==> config.mk <==
export PLATFORM = sky130hd
export DESIGN_NAME = sim_run_ctrl
export DESIGN_NICKNAME = d
export VERILOG_FILES = /design/src/rtl/sim_run_ctrl.sv
export SDC_FILE = /design/constraint.sdc
export NUM_CORES = 1
export LEC_CHECK = 0
export BUFFER_PORTS_ARGS = -buffer_cell sky130_fd_sc_hd__clkbuf_2
export CORE_MARGIN = 3
export CORE_UTILIZATION = 58
export DETAILED_ROUTE_END_ITERATION = 16
export PLACE_DENSITY_LB_ADDON = 0.12
export SETUP_SLACK_MARGIN = 0.02
export SLEW_MARGIN = 40
export SYNTH_ARGS = -nofsm -noshare
export SYNTH_HDL_FRONTEND = slang
export SYNTH_SLANG_ARGS = --single-unit
==> constraint.sdc <==
create_clock -name clk -period 4.3 [get_ports clk]
set_input_delay 0.215 -clock clk [delete_from_list [all_inputs] [get_ports clk]]
set_output_delay 0.215 -clock clk [all_outputs]
set_load 0.02 [all_outputs]
==> src/rtl/sim_run_ctrl.sv <==
`default_nettype none
// ============================================================================
// sim_run_ctrl : bounded run sequencer with sample strobes, pause and drain.
// Optional watchdog abort enabled by macro RUN_CTRL_WATCHDOG_EN.  Rev 1.0
// ============================================================================
module sim_run_ctrl #(
  parameter int CNT_W        = 32,
  parameter int PERIOD_W     = 16,
  parameter int DRAIN_CYCLES = 4,
  parameter int WD_CYCLES    = 64
) (
  input  logic                clk,
  input  logic                rst,
  input  logic                start,
  input  logic [CNT_W-1:0]    run_len,
  input  logic [PERIOD_W-1:0] sample_period,
  input  logic                pause,
  input  logic                activity,
  output logic                busy,
  output logic [CNT_W-1:0]    cycle_cnt,
  output logic                sample_tick,
  output logic                finish_req,
  output logic                done,
  output logic                abort
);

  localparam logic [2:0] c_ST_IDLE  = 3'd0;
  localparam logic [2:0] c_ST_RUN   = 3'd1;
  localparam logic [2:0] c_ST_PAUSE = 3'd2;
  localparam logic [2:0] c_ST_DRAIN = 3'd3;
  localparam logic [2:0] c_ST_DONE  = 3'd4;

  localparam int c_DRAIN_W = (DRAIN_CYCLES < 2) ? 1 : $clog2(DRAIN_CYCLES);
  localparam logic [c_DRAIN_W-1:0] c_DRAIN_LAST = c_DRAIN_W'(DRAIN_CYCLES - 1);

  logic [2:0]           r_state;
  logic [CNT_W-1:0]     r_len;
  logic [PERIOD_W-1:0]  r_period;
  logic [CNT_W-1:0]     r_cnt;
  logic [PERIOD_W-1:0]  r_phase;
  logic [c_DRAIN_W-1:0] r_drain;
  logic                 r_tick;
  logic                 r_finish;
  logic                 r_done;
  logic                 r_busy;

  logic w_last;
  logic w_tick_hit;
  logic w_cnt_max;
  logic w_wd_hit;

  assign w_last     = (r_cnt == (r_len - CNT_W'(1)));
  assign w_cnt_max  = &r_cnt;
  assign w_tick_hit = (r_period != '0) && (r_phase == (r_period - PERIOD_W'(1)));

`ifdef RUN_CTRL_WATCHDOG_EN
  localparam int c_WD_W = $clog2(WD_CYCLES + 1);
  localparam logic [c_WD_W-1:0] c_WD_LAST = c_WD_W'(WD_CYCLES - 1);

  logic [c_WD_W-1:0] r_idle;
  logic              r_abort;

  // The watchdog fires on the idle cycle that would bring the count to the limit.
  assign w_wd_hit = !activity && (r_idle == c_WD_LAST);
  assign abort    = r_abort;
`else
  logic w_unused_wd;

  assign w_wd_hit    = 1'b0;
  assign abort       = 1'b0;
  assign w_unused_wd = activity ^ (WD_CYCLES > 0);
`endif

  always_ff @(posedge clk) begin
    if (rst) begin
      r_state  <= c_ST_IDLE;
      r_len    <= '0;
      r_period <= '0;
      r_cnt    <= '0;
      r_phase  <= '0;
      r_drain  <= '0;
      r_tick   <= 1'b0;
      r_finish <= 1'b0;
      r_done   <= 1'b0;
      r_busy   <= 1'b0;
`ifdef RUN_CTRL_WATCHDOG_EN
      r_idle   <= '0;
      r_abort  <= 1'b0;
`endif
    end else begin
      r_tick   <= 1'b0;
      r_finish <= 1'b0;
      case (r_state)
        c_ST_IDLE, c_ST_DONE: begin
          if (start) begin
            r_len    <= run_len;
            r_period <= sample_period;
            r_cnt    <= '0;
            r_phase  <= '0;
            r_drain  <= '0;
            r_done   <= 1'b0;
            r_busy   <= 1'b1;
            r_state  <= (run_len != '0) ? c_ST_RUN : c_ST_DRAIN;
`ifdef RUN_CTRL_WATCHDOG_EN
            r_idle   <= '0;
            r_abort  <= 1'b0;
`endif
          end
        end
        c_ST_RUN: begin
          // Pause takes precedence over the final-cycle increment.
          if (pause) begin
            r_state <= c_ST_PAUSE;
          end else begin
            if (!w_cnt_max) begin
              r_cnt <= r_cnt + CNT_W'(1);
            end
            if (w_tick_hit) begin
              r_phase <= '0;
              r_tick  <= 1'b1;
            end else begin
              r_phase <= r_phase + PERIOD_W'(1);
            end
`ifdef RUN_CTRL_WATCHDOG_EN
            r_idle <= activity ? '0 : (r_idle + c_WD_W'(1));
            if (w_wd_hit) begin
              r_abort <= 1'b1;
            end
`endif
            if (w_last || w_wd_hit) begin
              r_state <= c_ST_DRAIN;
              r_drain <= '0;
            end
          end
        end
        c_ST_PAUSE: begin
          if (!pause) begin
            r_state <= c_ST_RUN;
          end
        end
        c_ST_DRAIN: begin
          if (r_drain == c_DRAIN_LAST) begin
            r_state  <= c_ST_DONE;
            r_busy   <= 1'b0;
            r_done   <= 1'b1;
            r_finish <= 1'b1;
          end else begin
            r_drain <= r_drain + c_DRAIN_W'(1);
          end
        end
        default: begin
          r_state <= c_ST_IDLE;
          r_busy  <= 1'b0;
        end
      endcase
    end
  end

  assign busy        = r_busy;
  assign cycle_cnt   = r_cnt;
  assign sample_tick = r_tick;
  assign finish_req  = r_finish;
  assign done        = r_done;

endmodule
`default_nettype wire

Word level (Yosys, flattened, before mapping)

Index checks and enable logic that the tools add are counted.

Input port bits: 53
Output and inout port bits: 37
Register bits after elaboration: 105

Add/subtract/negate cells: 5
Equal/unequal tests: 15
Reductions and logical operators: 19
Muxes and demuxes: 28
Bitwise operators: 3

Operators by type and width:

| cell                                                                   | count |
|---|---|
| 32-bit 2-to-1 mux                                                      | 3 |
| 32-bit one-hot mux with 2 select lines                                 | 1 |
| 16-bit 2-to-1 mux                                                      | 3 |
| 32-bit by 1-bit adder with 32-bit output (second input constant)       | 1 |
| 32-bit equality test                                                   | 1 |
| 16-bit one-hot mux with 2 select lines                                 | 1 |
| 32-bit AND reduction                                                   | 1 |
| 32-bit nonzero test                                                    | 1 |
| 32-bit by 1-bit subtractor with 32-bit output (second input constant)  | 1 |
| 16-bit by 1-bit adder with 16-bit output (second input constant)       | 1 |
| 16-bit equality test                                                   | 1 |
| 16-bit nonzero test                                                    | 1 |
| 16-bit by 1-bit subtractor with 16-bit output (second input constant)  | 1 |
| 3-bit 2-to-1 mux                                                       | 5 |
| 2-bit != test (second input constant)                                  | 7 |
| 3-bit one-hot mux with 4 select lines                                  | 1 |
| 2-bit 2-to-1 mux                                                       | 5 |
| 3-bit AND reduction                                                    | 3 |
| 4-bit AND reduction                                                    | 2 |
| 3-bit by 2-bit equality test with 1-bit output (second input constant) | 2 |
| 1-bit 2-to-1 mux                                                       | 6 |
| 2-bit one-hot mux with 3 select lines                                  | 1 |
| 2-bit OR reduction                                                     | 3 |
| 5-bit AND reduction                                                    | 1 |
| 14 further kinds                                                       | 17 |

Longest topological paths before layout

Depth in word-level cells: 6
Depth in mapped cells: 11
Depth with buffers taken out: 10

Least setup slack after synthesis

Ideal clock, no wire load.

Path kind: register to register
From: register r_period[0]
To: register r_phase[15]
Data arrival time: 2.856 ns
Library setup time: 0.114 ns
Cell stages (with the launch flop): 12
Data required time: 4.186 ns
Slack: 1.330 ns
Period minus slack after synthesis: 2.970 ns
Cell sequence: dfxtp_1 > inv_1 > ha_1 > or4b_4 > or3_4 > or3b_1 > a21boi_2 > o21ai_2 > a2111oi_4 > buf_6 > a211oi_2 > a21o_1

Cells in the longest elaborated chain, start to end: 6
Elaborated cells on any way between the ends: 7
Classes of those cells: add/sub: 1; eq/ne: 1; mux: 3; reduce/logical: 2

Ends and longest elaborated chain:

| item                                          | line | RTL |
|---|---|---|
| start: declaration                            | 38   | `logic [PERIOD_W-1:0] r_period;` |
| start signal: assignment                      | 97   | `r_period <= sample_period;` |
| 16-bit by 1-bit subtractor with 16-bit output | 54   | `assign w_tick_hit = (r_period != '0) && (r_phase == (r_period - PERIOD_W'(1)));` |
| 16-bit equality test                          | 54   |  |
| 1-bit logical AND *                           | 54   |  |
| 16-bit 2-to-1 mux *                           | 118  | `if (w_tick_hit) begin` |
| 16-bit 2-to-1 mux *                           | 112  | `if (pause) begin` |
| 16-bit one-hot mux with 2 select lines *      | 93   | `case (r_state)` |
| end signal: assignment                        | 122  | `r_phase <= r_phase + PERIOD_W'(1);` |
| end: declaration                              | 40   | `logic [PERIOD_W-1:0] r_phase;` |

Mark *: on every way between the ends. The rest lies on a longest branch, timed or not. The select of a mux whose other input is x is not followed.
A chain may end at the register's enable or synchronous reset.

Worst setup path in the final report

From: register r_period[0]
To: register r_phase[7]

Same word-level chain as after synthesis.

==> flow_metrics.py <==
metrics = {
    "status": {
        "status": "finished clean",
    },
    "pwr": {
        "power_frac_seq_pct": 46.9,
        "switching_share_pct": 31.7,
        "clock_power_share_pct": 30.3,
        "power_switching_uw": 726,
        "cellLeakagePower_uw": 0.00263,
        "internal_power_uw": 1570,
        "finalPower_uw": 2290,
        "comb_power_share_pct": 22.8,
        "vdd_drop_max_uv": 195,
        "power_density_nw_per_um2": 328,
    },
    "detailed_routing": {
        "finalWirelength_um": 16900,
        "dr.first_iter.drc_count": 520,
        "vias": 6239,
        "wl_met1_um": 7100,
        "avgRoutedWirePerCell_um": 16.5,
        "firstDrtPassIters": 5,
        "met3_wirelength_um": 1330,
        "drc": 0,
        "route.met2.wl_um": 8050,
        "ant_nets": 0,
        "dr.max_layer_used": "met4",
        "vias_per_cell": 6.07,
    },
    "floorplanning": {
        "ios": 90,
        "die_area_um2": 12100,
        "die_w_um": 110,
        "core_um2": 10400,
        "die_h_um": 110,
        "row_count": 37,
        "initial_core_util_pct": 60.2,
    },
    "clock_tree": {
        "cts_resized": 0,
        "clock_sinks": 105,
        "cts_htree_levels": 3,
        "numCtsBuffers": 9,
        "clockBufferDepth": 2,
        "clk_pin_slew_worst_paths_ns": 0.10,
        "cts_tree": "done",
        "cts_root_buf": "clkbuf_8",
        "insertion_delay_ns": 0.39,
        "postCtsSetupBuffers": 0,
        "ctsHoldBuffers": 0,
    },
    "synth": {
        "seq_area_frac_synth_pct": 33.5,
        "syn_inst": 823,
        "ys.flop_type": "dfxtp_1",
        "syn-num-nets": 881,
        "yosysWarnings": 0,
        "avgSynthCellArea_um2": 7.62,
        "netlist_area_um2": 6270,
        "synth_seq_cells": 105,
        "synthArstFlopShare_pct": 0,
        "yosys.cell_types.count": 71,
        "synth_edf_count": 0,
    },
    "layout": {
        "final_common_cell": "nand2_1",
        "syn_to_final_growth_pct": 11.3,
        "final_util_pct": 67.0,
        "n_fill_cell": 946,
        "antennaDiodeCount": 0,
        "finalNetCount": 944,
        "layout_common_cells": "nand2_1 (146), dfxtp_1 (105), clkbuf_2 (87), a21oi_1 (70), nor2_1 (66)",
        "final_layout_size_suffix_gt1_share_pct": 16.0,
    },
    "sta": {
        "hold_violations": 0,
        "clock_skew_ns": 0.0136,
        "tightest_slew_ns": 0.758,
        "max_slew_margin_pct": 49.3,
        "rsz0062_at_grt": "false",
        "worst_hold_slack_ns": 0.0388,
        "max_clock_freq_mhz": 291,
        "fin_crit_ns": 3.44,
        "setup_viol": 0,
        "tns_ns": 0,
        "drv_slew": 0,
        "period_share_pct": 80.0,
        "fin_ws_ns": 0.860,
    },
    "worst_setup_path": {
        "cp-end-kind": "register",
        "r2r_slack_ns": 0.86,
        "cp_max_fo": 9,
        "path_class": "register to register",
        "critPathArrivalTime_ns": 3.71,
        "worstPathRequired_ns": 4.57,
        "startpoint_type": "register",
    },
    "grt": {
        "grt-ovfl-total": 0,
        "grt_start_max_net_pins": 63,
        "grt_use_total_pct": 28.2,
        "grt_pass1_vias": 5618,
        "antenna_found_initial": 0,
        "grt_pass1_wl_um": 27000,
    },
    "min_path": {
        "min_path_type": "primary input to register",
    },
    "placed_design": {
        "place_congestion": 0.996,
        "port_buffers": 87,
        "hpwl_um": 12600,
        "pre_cts_slack_ns": 0.668,
    },
    "run": {
        "max-cap-violations": 0,
    },
}
layout make-up:
cell class | count | area, um^2 | area share [%]
clock inverters | 5 | 78.8 | 1.13
flip-flops and latches | 105 | 2100 | 30.1
multi-input cells | 660 | 3940 | 56.5
clock buffers | 11 | 141 | 2.02
well taps | 136 | 170 | 2.44
inverters | 16 | 60.1 | 0.860
repair buffers | 94 | 488 | 6.99
registers in the layout, indices dropped and copies added (netlist names), 2 cells and up:
signal / flops
r_period: 16
r_len: 32
r_drain: 2
cycle_cnt: 32
r_state: 3
r_phase: 16
cells by family after synthesis:
logic type | after synthesis | synth area share, %
adders and majority gates | 5 | 0.997
AOI/OAI and AO/OA | 158 | 16.4
buffers and inverters | 58 | 3.83
and+or+nand+nor | 405 | 32.4
xor gates and xnor gates | 85 | 11.9
DFF | 105 | 33.5
other | 1 | 0.0598
muxes | 6 | 0.997
cells in the mapped netlist, types with 5 or more instances:
| master | instances | area [um^2] |
|---|---|---|
| a21oi_1 | 70 | 350 |
| or3_1 | 26 | 163 |
| nand3_1 | 32 | 160 |
| ha_1 | 5 | 62.6 |
| nand2b_1 | 10 | 62.6 |
| and3_1 | 5 | 31.3 |
| or4_1 | 8 | 60.1 |
| nor3b_1 | 5 | 37.5 |
| o21ai_0 | 26 | 130 |
| a21oi_2 | 6 | 52.6 |
| nor2_1 | 66 | 248 |
| dfxtp_1 | 105 | 2100 |
| nor3_1 | 23 | 115 |
| xnor2_1 | 53 | 464 |
| inv_1 | 16 | 60.1 |
| nand4_1 | 13 | 81.3 |
| nor2b_1 | 6 | 37.5 |
| a21o_1 | 8 | 60.1 |
| xor2_1 | 32 | 280 |
| and4_1 | 6 | 52.6 |
| and2_1 | 6 | 37.5 |
| clkbuf_1 | 35 | 131 |
| or2_2 | 6 | 37.5 |
| nand2_1 | 148 | 556 |
| nor4_1 | 24 | 150 |
| nor4b_1 | 5 | 43.8 |
per-layer routing:
| metal | GRT usage [%] | vias up |
|---|---|---|
| met2 | 45.8 | 226 |
| met5 | 0 | - |
| met1 | 36.1 | 2941 |
| li1 | - | 3032 |
| met3 | 6.81 | 40 |
| met4 | 11.1 | 0 |
path summary, 6_finish.rpt:
path / startpoint / to / depth (start not counted)
worst min register to register: done / done / 2
worst max-delay path: r_period[0] / r_phase[7] / 11
worst max register to register: r_period[0] / r_phase[7] / 11
worst min-delay path: sample_period[10] / r_period[10] / 3
stage by stage:
stage | instances | area [um^2]
after detailed placement | 1010 | 6750
after global placement | 1010 | 6750
after floorplan | 823 | 6270
after CTS | 1026 | 6970
final | 1027 | 6980
after global routing | 1027 | 6980
worst max-delay path, cell delays in order (launching register included):
cell	delay [ns]
dfxtp_1	0.36
inv_1	0.07
ha_1	0.26
or4b_4	0.53
or3_4	0.37
or3b_1	0.40
a21boi_2	0.16
o21ai_2	0.09
a2111oi_4	0.50
buf_4	0.27
nand2b_1	0.21
o21ai_0	0.13
power by group through the flow:
stage	registers (uW)	logic, uW	clock network (uW)
after detailed placement	1090	511	0
after global routing	1080	577	741
after floorplan	1070	402	0
after global placement	1090	494	0
final	1070	522	695
after CTS	1070	516	702
Power figures use the tool's default switching activity.
